`src/rtl/weight_mem_pkg.sv`:
```
// -----------------------------------------------------------------------------
// weight_mem_pkg
// Shared types and constants for the weight streaming memory.
//   state_t     : burst engine states (IDLE, RUN, DRAIN)
//   SKID_DEPTH  : entries in the output skid FIFO
//   addr_width(): clog2-based address width, never below 1 bit
// -----------------------------------------------------------------------------
package weight_mem_pkg;

   typedef enum logic [1:0] {
      IDLE  = 2'd0,
      RUN   = 2'd1,
      DRAIN = 2'd2
   } state_t;

   localparam int unsigned SKID_DEPTH = 2;

   // Width needed to index 'depth' entries; a single entry still gets 1 bit.
   function automatic int unsigned addr_width(input int unsigned depth);
      return (depth > 1) ? $clog2(depth) : 1;
   endfunction

endpackage

```
`src/rtl/weight_skid_fifo.sv`:
```
// -----------------------------------------------------------------------------
// weight_skid_fifo
// Two-entry valid/ready FIFO with registered output, width-parametrised.
//   i_clk, i_rst     : clock, synchronous active-high reset (flushes contents)
//   i_valid, i_data  : write side; a push is accepted while not full, or when
//                      full and the head is popped in the same cycle
//   o_valid, o_data  : head of the FIFO, driven straight from a register
//   i_ready          : consumer accepts the head
//   o_count          : current occupancy, for credit-based upstream flow control
// -----------------------------------------------------------------------------
module weight_skid_fifo
   import weight_mem_pkg::*;
#(
   parameter  int unsigned W  = 8,
   localparam int unsigned CW = addr_width(SKID_DEPTH + 1)
) (
   input  logic          i_clk,
   input  logic          i_rst,
   input  logic          i_valid,
   input  logic [W-1:0]  i_data,
   output logic          o_valid,
   input  logic          i_ready,
   output logic [W-1:0]  o_data,
   output logic [CW-1:0] o_count
);

   logic [W-1:0]  r_d0;
   logic [W-1:0]  r_d1;
   logic [CW-1:0] r_count;
   logic          w_pop;
   logic          w_push;

   assign o_valid = (r_count != '0);
   assign o_data  = r_d0;
   assign o_count = r_count;
   assign w_pop   = o_valid & i_ready;
   assign w_push  = i_valid & ((r_count != CW'(SKID_DEPTH)) | w_pop);

   // Head (r_d0) only changes on a pop or when the FIFO is empty, so the
   // output stays stable while the consumer stalls.
   always_ff @(posedge i_clk) begin
      if (i_rst) begin
         r_d0    <= '0;
         r_d1    <= '0;
         r_count <= '0;
      end else begin
         r_count <= r_count + CW'(w_push) - CW'(w_pop);
         if (w_pop) begin
            r_d0 <= r_d1;
         end
         if (w_push) begin
            if ((r_count == '0) || (w_pop && (r_count == CW'(1)))) begin
               r_d0 <= i_data;
            end else begin
               r_d1 <= i_data;
            end
         end
      end
   end

endmodule

```
`src/rtl/weight_stream_bram.sv`:
```
// -----------------------------------------------------------------------------
// weight_stream_bram
// One neuron's weight vector in inferred block RAM, with a host write port and
// a burst read engine streaming LEN words from BASE over valid/ready.
// Optional feature macro: WEIGHT_PARITY_EN (even parity per word, o_par_err).
//   i_clk, i_rst        : clock, synchronous active-high reset
//   i_we/i_waddr/i_di   : host write port (addresses >= DEPTH ignored)
//   i_start/i_base/i_len: burst request (single-cycle pulse), ignored while busy
//   o_do/o_do_valid/i_do_ready/o_do_last : streamed weights with backpressure
//   o_busy              : burst in progress
//   o_done              : one-cycle pulse after the last word is accepted
//   o_par_err           : (WEIGHT_PARITY_EN only) parity error, sticky to START
// -----------------------------------------------------------------------------
module weight_stream_bram
   import weight_mem_pkg::*;
#(
   parameter  int unsigned DATA_W    = 16,
   parameter  int unsigned DEPTH     = 28,
   parameter               INIT_FILE = "",
   localparam int unsigned AW        = addr_width(DEPTH)
) (
   input  logic              i_clk,
   input  logic              i_rst,
   input  logic              i_we,
   input  logic [AW-1:0]     i_waddr,
   input  logic [DATA_W-1:0] i_di,
   input  logic              i_start,
   input  logic [AW-1:0]     i_base,
   input  logic [AW:0]       i_len,
   output logic [DATA_W-1:0] o_do,
   output logic              o_do_valid,
   input  logic              i_do_ready,
   output logic              o_do_last,
   output logic              o_busy,
`ifdef WEIGHT_PARITY_EN
   output logic              o_par_err,
`endif
   output logic              o_done
);

`ifdef WEIGHT_PARITY_EN
   localparam int unsigned PAR_W = 1;
`else
   localparam int unsigned PAR_W = 0;
`endif
   localparam int unsigned RAM_W  = DATA_W + PAR_W;
   localparam int unsigned FIFO_W = DATA_W + 1 + PAR_W;
   localparam int unsigned CW     = addr_width(SKID_DEPTH + 1);

   logic [RAM_W-1:0]  r_mem [DEPTH];
   logic [RAM_W-1:0]  r_rd_data;
   logic              r_inflight;
   logic              r_rd_last;
   state_t            r_state;
   logic [AW-1:0]     r_rd_addr;
   logic [AW:0]       r_rem;
   logic              r_busy;
   logic              r_done;

   logic [RAM_W-1:0]  w_wr_word;
   logic              w_start_ok;
   logic              w_issue_idle;
   logic              w_issue_run;
   logic              w_issue;
   logic              w_issue_last;
   logic              w_credit_ok;
   logic [AW-1:0]     w_rd_addr;
   logic              w_pop;
   logic [FIFO_W-1:0] w_fifo_in;
   logic [FIFO_W-1:0] w_head;
   logic [CW-1:0]     w_fifo_count;
   logic              w_head_last;

   function automatic logic [AW-1:0] f_next_addr(input logic [AW-1:0] a);
      return (a == AW'(DEPTH - 1)) ? '0 : a + AW'(1);
   endfunction

`ifdef WEIGHT_PARITY_EN
   assign w_wr_word = {^i_di, i_di};
`else
   assign w_wr_word = i_di;
`endif

   // The first read goes out in the START cycle straight from i_base so the
   // first word reaches o_do two cycles after START.
   assign w_start_ok   = (r_state == IDLE) & i_start;
   assign w_issue_idle = w_start_ok & (i_len != '0);
   assign w_pop        = o_do_valid & i_do_ready;
   // Occupancy counted after this cycle's pop keeps one word per cycle flowing
   // while never letting an in-flight read overrun the two FIFO entries.
   assign w_credit_ok  = (3'(w_fifo_count) + 3'(r_inflight) - 3'(w_pop)) < 3'(SKID_DEPTH);
   assign w_issue_run  = (r_state == RUN) & (r_rem != '0) & w_credit_ok;
   assign w_issue      = w_issue_idle | w_issue_run;
   assign w_rd_addr    = (r_state == IDLE) ? i_base : r_rd_addr;
   assign w_issue_last = (r_state == IDLE) ? (i_len == (AW+1)'(1)) : (r_rem == (AW+1)'(1));

   // Block RAM: write port plus registered read; same-address access is read-first.
   always_ff @(posedge i_clk) begin
      if (i_we && ({1'b0, i_waddr} < (AW+1)'(DEPTH))) begin
         r_mem[i_waddr] <= w_wr_word;
      end
      if (w_issue) begin
         r_rd_data <= r_mem[w_rd_addr];
      end
   end

   // Read pipeline tag: data valid next cycle, with its last-word flag.
   always_ff @(posedge i_clk) begin
      if (i_rst) begin
         r_inflight <= 1'b0;
         r_rd_last  <= 1'b0;
      end else begin
         r_inflight <= w_issue;
         if (w_issue) begin
            r_rd_last <= w_issue_last;
         end
      end
   end

`ifdef WEIGHT_PARITY_EN
   logic w_head_perr;
   logic r_perr_sticky;

   assign w_fifo_in   = {^r_rd_data, r_rd_last, r_rd_data[DATA_W-1:0]};
   assign w_head_perr = w_head[DATA_W+1];
   assign o_par_err   = r_perr_sticky | (o_do_valid & w_head_perr);

   // Parity error stays asserted once a bad word has been delivered.
   always_ff @(posedge i_clk) begin
      if (i_rst) begin
         r_perr_sticky <= 1'b0;
      end else if (w_start_ok) begin
         r_perr_sticky <= 1'b0;
      end else if (w_pop && w_head_perr) begin
         r_perr_sticky <= 1'b1;
      end
   end
`else
   assign w_fifo_in = {r_rd_last, r_rd_data};
`endif

   weight_skid_fifo #(
      .W (FIFO_W)
   ) u_skid (
      .i_clk   (i_clk),
      .i_rst   (i_rst),
      .i_valid (r_inflight),
      .i_data  (w_fifo_in),
      .o_valid (o_do_valid),
      .i_ready (i_do_ready),
      .o_data  (w_head),
      .o_count (w_fifo_count)
   );

   assign w_head_last = w_head[DATA_W];
   assign o_do        = w_head[DATA_W-1:0];
   assign o_do_last   = w_head_last;
   assign o_busy      = r_busy;
   assign o_done      = r_done;

   // Burst engine.
   always_ff @(posedge i_clk) begin
      if (i_rst) begin
         r_state   <= IDLE;
         r_rd_addr <= '0;
         r_rem     <= '0;
         r_busy    <= 1'b0;
         r_done    <= 1'b0;
      end else begin
         r_done <= 1'b0;
         case (r_state)
            IDLE: begin
               if (w_start_ok) begin
                  if (i_len == '0) begin
                     r_done <= 1'b1;
                  end else begin
                     r_rd_addr <= f_next_addr(i_base);
                     r_rem     <= i_len - (AW+1)'(1);
                     r_busy    <= 1'b1;
                     r_state   <= RUN;
                  end
               end
            end
            RUN: begin
               if (r_rem == '0) begin
                  r_state <= DRAIN;
               end else if (w_issue_run) begin
                  r_rd_addr <= f_next_addr(r_rd_addr);
                  r_rem     <= r_rem - (AW+1)'(1);
               end
            end
            DRAIN: begin
               if ((w_pop && w_head_last) || ((w_fifo_count == '0) && !r_inflight)) begin
                  r_done  <= 1'b1;
                  r_busy  <= 1'b0;
                  r_state <= IDLE;
               end
            end
            default: r_state <= IDLE;
         endcase
      end
   end

endmodule

```
`config.mk`:
```
export PLATFORM = sky130hd
export DESIGN_NAME = weight_stream_bram
export DESIGN_NICKNAME = d
export VERILOG_FILES = /design/src/rtl/weight_mem_pkg.sv /design/src/rtl/weight_skid_fifo.sv /design/src/rtl/weight_stream_bram.sv
export SDC_FILE = /design/constraint.sdc
export NUM_CORES = 1
export LEC_CHECK = 0
export ABC_AREA = 1
export BUFFER_PORTS_ARGS = -buffer_cell sky130_fd_sc_hd__clkbuf_2
export CAP_MARGIN = 0
export CORE_MARGIN = 8
export CORE_UTILIZATION = 40
export DETAILED_ROUTE_END_ITERATION = 10
export GPL_TIMING_DRIVEN = 0
export HOLD_SLACK_MARGIN = 0.08
export REMOVE_ABC_BUFFERS = 1
export SKIP_LAST_GASP = 1
export SLEW_MARGIN = 20
export SYNTH_ARGS = -nofsm -noshare
export SYNTH_HDL_FRONTEND = slang
export SYNTH_HIERARCHICAL = 1
export SYNTH_SLANG_ARGS = --single-unit
```
`constraint.sdc`:
```
create_clock -name i_clk -period 7.4 [get_ports i_clk]
set_input_delay 0.74 -clock i_clk [delete_from_list [all_inputs] [get_ports i_clk]]
set_output_delay 0.74 -clock i_clk [all_outputs]
set_load 0.05 [all_outputs]
```
After elaboration in Yosys (flattened, before gate mapping)
Memories as Yosys holds them, arrays and structs flattened. A register that Yosys moved wholly into a read port is not among the register bits.
Index checks and enable logic that the tools add are counted.
Cells by class
  add/subtract/negate cells: 8
  order comparisons: 2
  eq/ne operators: 14
  muxes and demuxes: 32
  bitwise gates (word level): 9
  reduce and logical (&&, ||, !) cells: 20
Operators with widths (number)
  $mux W17: 3
  $mux W5: 7
  $mux W6: 4
  $eq A6 B1 Y1 const B: 2
  $logic_not A6 Y1: 2
  $ne A2 B2 Y1 const B: 6
  $pmux W6 S2: 1
  $reduce_bool A6 Y1: 2
  $sub A6 B1 Y6 const B: 2
  $add A5 B1 Y5 const B: 2
  $eq A5 B5 Y1 const B: 2
  $pmux W5 S2: 1
  $mux W1: 9
  $mux W2: 4
  $reduce_and A4 Y1: 2
  $and A1 B1 Y1: 6
  $pmux W2 S3: 1
  $reduce_bool A2 Y1: 3
  $lt A5 B5 Y1 const B: 1
  $reduce_and A5 Y1: 1
  $eq A2 B1 Y1 const B: 2
  $logic_and A1 B1 Y1: 4
  $logic_not A2 Y1: 2
  $pmux W1 S2: 2
  12 further kinds: 14
Word-level totals
  register bits after elaboration: 53
  RAM bits: 448
  bits of input ports: 37
  output and inout bits: 20
  logic and storage cells: 96
  memories kept: 1
Memory list
  r_mem: depth 28, width 16, read ports 1, clocked after Yosys merged registers in 1, wr ports 1, line weight_stream_bram.sv:50  | logic [RAM_W-1:0] r_mem [DEPTH];

Depth between registers and ports, before layout
  word-level depth: 8
  depth in mapped cells: 16
  depth with buffers taken out: 14

By module
The synthesis kept the hierarchy.
Modules (own cells, without submodules)
  weight_stream_bram: times used 1, cells an instance 2121, area an instance 21588.2 µm², sequential area each 14273.7 µm²
  weight_skid_fifo: times used 1, cells an instance 282, area an instance 1840.5 µm², sequential area each 720.7 µm²

Least setup slack after synthesis
OpenSTA, ideal clock, no wires.
  path kind: reg2reg
  start point: register u_skid.r_count[1] (netlist: u_skid/o_count[1])
  end point: register r_rem[1]
  setup time: 71 ps
  arrival: 2738 ps
  required time: 7329 ps
  path slack: 4592 ps
  cell stages (with the launch flop): 16
  path buffers: 2
  period minus slack after synthesis: 2808 ps
  path through: dfxtp_1 > buf_2 > inv_1 > nand2_2 > nand2_1 > inv_1 > ha_1 > inv_1 > nand2_1 > fa_1 > xnor2_1 > nand4_1 > nand2_1 > buf_2 > o21ai_0 > a21oi_1
On the way
  word-level cells in the longest chain between the ends: 7
  elaborated cells on any way between the ends: 8
  those cells by class: 2 x add/sub; 1 x order compare; 1 x eq/ne; 2 x bitwise; 2 x reduce/logical
Ends and longest elaborated chain
  start: declaration: line weight_skid_fifo.sv:29  | logic [CW-1:0] r_count;
  start signal: assignment: line weight_skid_fifo.sv:47  | r_count <= r_count + CW'(w_push) - CW'(w_pop);
  $reduce_bool A2 Y1: line weight_skid_fifo.sv:33  | assign o_valid = (r_count != '0);
  named net o_do_valid: line weight_stream_bram.sv:31  | output logic o_do_valid,
  $and A1 B1 Y1: line weight_stream_bram.sv:88  | assign w_pop = o_do_valid & i_do_ready;
  $sub A3 B1 Y3: line weight_stream_bram.sv:91  | assign w_credit_ok = (3'(w_fifo_count) + 3'(r_inflight) - 3'(w_pop)) < 3'(SKID_DEPTH);
  $lt A3 B2 Y1: line weight_stream_bram.sv:91
  $and A1 B1 Y1: line weight_stream_bram.sv:92  | assign w_issue_run = (r_state == RUN) & (r_rem != '0) & w_credit_ok;
  $ne A2 B2 Y1 (no line)
  $reduce_and A5 Y1 (no line)
  end signal: assignment: line weight_stream_bram.sv:178  | r_rem <= i_len - (AW+1)'(1);
  end signal: assignment: line weight_stream_bram.sv:189  | r_rem <= r_rem - (AW+1)'(1);
  end: declaration: line weight_stream_bram.sv:56  | logic [AW:0] r_rem;
The timed path passes the listed nets, and every way through them passes these cells.
A chain may end at the register's enable or synchronous reset.

Worst setup path in the final report
  start point: register r_state[1]
  end point: register r_rd_data[7], read port of r_mem, data pin
On the way
  word-level cells in the longest chain between the ends: 4
  elaborated cells on any way between the ends: 8
  those cells by class: 1 x eq/ne; 1 x mux; 5 x bitwise; 1 x reduce/logical
Ends and longest elaborated chain
  start: declaration: line weight_stream_bram.sv:54  | state_t r_state;
  start signal: assignment: line weight_stream_bram.sv:164  | r_state <= IDLE;
  start signal: assignment: line weight_stream_bram.sv:180  | r_state <= RUN;
  start signal: assignment: line weight_stream_bram.sv:186  | r_state <= DRAIN;
  $eq A2 B1 Y1 or $logic_not A2 Y1 (tied branches): line weight_stream_bram.sv:92, weight_stream_bram.sv:86, weight_stream_bram.sv:94
  $and A1 B1 Y1, on equally long branches: line weight_stream_bram.sv:92, weight_stream_bram.sv:86
  $and A1 B1 Y1, on equally long branches: line weight_stream_bram.sv:92, weight_stream_bram.sv:87
  $or A1 B1 Y1: line weight_stream_bram.sv:93  | assign w_issue = w_issue_idle | w_issue_run;
  end: declaration: line weight_stream_bram.sv:51  | logic [RAM_W-1:0] r_rd_data;
Parallel ways exist; a longest one is shown, timed or not.

==> summary.txt <==
Status: finished, final reports clean
Nets: 2488
Number of cells in the finished layout apart from fillers: 3239
Worst IR drop on VDD: 255.1 uV
Most common cell after layout, fill and taps aside: sky130_fd_sc_hd__nand3_1
Finished Core Util: 0.4630
Cell count after synthesis: 2403
Die area: 66570 um^2
Worst slew pin tran: 0.9582 ns
Hold Path Class: in -> reg
CTS Buffer Depth: 3
Count of distinct cell types in the synthesized netlist: 34
Total detailed-routing wirelength: 59660 um
Fraction of synthesized cell area taken by the top area cell type: 0.5947
Largest area contributor in the synthesized netlist: sky130_fd_sc_hd__edfxtp_1
Slowest stage cell, crit path: sky130_fd_sc_hd__nand2_8
WHS: 0.4333 ns
Detail-routed net length per standard cell: 18.42 um
Port bufs: 56
Skew-Pair Late Insertion Delay: 0.62 ns
Stage delay of the slowest cell on the critical path: 0.59 ns
Leakage power figure: 11.35 nW
Via count of the first global-routing pass: 15770
Worst setup EP type: flop
Via count normalized by instance count: 5.077
Number of flops mapped to enable cells by yosys: 464
First-pass GRT wire length: 91400 um
Number of synthesized register bits: 517
Sequential area share after synthesis: 0.6400
Cell-by-cell listing of the critical path: nor2_4 > nand2_8 > nand2_8 > buf_16 > nand2_1 > nand3_1 > nand3_1 > nand3_1 > nand2_1 > nand2_1 > nand2_1
Yosys warning count: 6
First drt pass iteration count: 5
TritonCTS clock tree: built
Floorplan die width: 258.0 um
Asr flop ratio synth: 0
Floorplan row count: 88
Largest cells by area after synthesis: sky130_fd_sc_hd__edfxtp_1 (59%), sky130_fd_sc_hd__nand3_1 (11%), sky130_fd_sc_hd__nand2_1 (8.1%), sky130_fd_sc_hd__inv_1 (7.6%), sky130_fd_sc_hd__dfxtp_1 (4.5%)
Post-route clock period utilization: 0.4735
Number of endpoints failing setup at the final stage: 0
Core Region: 57810 um^2
Kind of critical path: reg -> reg
Overall global routing resource usage: 0.1765
Routed via count: 16440
Hold Buf Count CTS: 0
PwrDens: 312.0 nW/um^2
Total of max-cap violations: 0
Starting density of the core: 0.4053
Antenna violations before repair: 1
CTS Root Cell: sky130_fd_sc_hd__clkbuf_16
Max Freq: 285.4 MHz
Cell area after synthesis: 23430 um^2
Cell mode on critical path: sky130_fd_sc_hd__nand2_1
Post-route clock skew: 0.03201 ns
Overall die height: 258.0 um
Highest fanout seen on the critical path: 93
Final routed DRC violation total: 0
Most frequent cells in the layout: sky130_fd_sc_hd__nand3_1 (522), sky130_fd_sc_hd__nand2_1 (502), sky130_fd_sc_hd__inv_1 (472), sky130_fd_sc_hd__edfxtp_1 (464), sky130_fd_sc_hd__nor2_1 (88)
Post-layout min period: 3.504 ns
Ratio of cells with drive above 1 in the final layout: 0.09499
Area grow syn2layout: 14.23%
Dpl cells: 3150
Violation count after the first detailed-route iteration: 1372
Total clock buffers created by CTS: 53
Avg Synthesized Cell Area: 9.750 um^2
Number of buffers inserted by post-CTS setup repair: 0
Relative max-transition margin: 0.3611
Worst endpoint data arrival time: 3.83 ns
H-tree levels: 2
GP Congestion: 0.8108
Most common flop cell mapped by yosys: sky130_fd_sc_hd__edfxtp_1
Total number of clock tree sinks: 517
CP required: 7.73 ns
Resized Gates After CTS: 0
Clock-pin slew on the worst setup and hold paths: 0.06 ns
Residual overflow from global routing: 0
Power, Total: 8.351 mW
Ports placed on the boundary: 57
Pins over their slew limit: 0
Final number of hold-violating endpoints: 0
Largest net degree at the start of global routing: 94
Post-route setup TNS: 0 ns
Antenna cells: 0
RSZ-0062 raised after global routing: false
Count of antenna-violating nets left after detailed routing: 0
DPL Wire Length: 36610 um
Type of element launching the critical path: flop
-- layer usage --
metal | part of all wire | track usage
met1 | 0.43 | 0.2358
met3 | 0.074 | 0.02516
met5 | 0.00023 | 0
met2 | 0.46 | 0.2890
met4 | 0.035 | 0.06936
-- worst paths after layout --
kind	from	to	slack, ns	cells past startpoint
max reg2reg	r_state[1]	r_rd_data[7]	3.90	11
max	r_state[1]	r_rd_data[7]	3.90	11
min reg2reg	r_rem[1]	r_rem[1]	0.47	2
min	i_start	o_done	0.43	3
-- through the flow --
| step | cell area [um^2] | setup slack [ns] |
|---|---|---|
| after global placement | 24030 | 0.08670 |
| after detailed placement | 25160 | 3.479 |
| after global routing | 26760 | 3.675 |
| final | 26760 | 3.896 |
| after CTS | 26760 | 3.573 |
| after floorplan | 22790 | 3.187 |
-- final cells by class --
type	instances	area, um^2
tap	765	957.2
inverter	478	1797
sequential	517	15000
multi-input combinational	1284	6172
clock buffer	71	1439
fill	5354	31040
clock inverter	18	156.4
timing repair buffer	106	1245
-- registers in the layout, summed over array words and instances (netlist names), 2 cells and up --
| register | flops |
|---|---|
| r_mem | 448 |
| u_skid/o_data | 17 |
| u_skid/r_d1 | 17 |
| r_rd_data | 16 |
| r_rem | 6 |
| r_rd_addr | 5 |
| r_state | 2 |
| u_skid/o_count | 2 |
-- logic make-up (layout without fill, tap and decap cells) --
family,after synthesis,after routing,synth area share
buffers and inverters,602,673,0.1038
AO/OA/AOI/OAI,79,79,0.02302
XOR/XNOR,11,11,0.004112
adder cells (fa/ha/maj),11,11,0.006195
flip-flops,517,517,0.6400
AND/OR/NAND/NOR,1183,1183,0.2229
-- power by group --
group          internal (mW)  switching, mW
clock                   1.42           1.09
combinational          0.724           1.65
sequential              3.36         0.0989
total                   5.51           2.84
-- critical path: cells and delay by family (launching register included) --
family | cells | cell delay [ns]
AND/OR/NAND/NOR | 10 | 2.34
buffers and inverters | 1 | 0.37
flip-flops | 1 | 0.37
-- synth_stat cells (5+ instances only) --
library cell	count
sky130_fd_sc_hd__nand2_1	505
sky130_fd_sc_hd__nand3_1	522
sky130_fd_sc_hd__o21ai_2	5
sky130_fd_sc_hd__ha_1	10
sky130_fd_sc_hd__dfxtp_1	53
sky130_fd_sc_hd__buf_2	62
sky130_fd_sc_hd__edfxtp_1	464
sky130_fd_sc_hd__nand2_2	7
sky130_fd_sc_hd__nor2_1	116
sky130_fd_sc_hd__o21ai_0	16
sky130_fd_sc_hd__nand4_1	19
sky130_fd_sc_hd__xor2_1	7
sky130_fd_sc_hd__a21oi_1	13
sky130_fd_sc_hd__clkbuf_1	24
sky130_fd_sc_hd__nor2_2	6
sky130_fd_sc_hd__inv_1	473
sky130_fd_sc_hd__buf_4	17
sky130_fd_sc_hd__buf_1	17
sky130_fd_sc_hd__o22ai_1	5
sky130_fd_sc_hd__o211ai_1	33
Note: power is estimated with default switching activity, not from simulation.
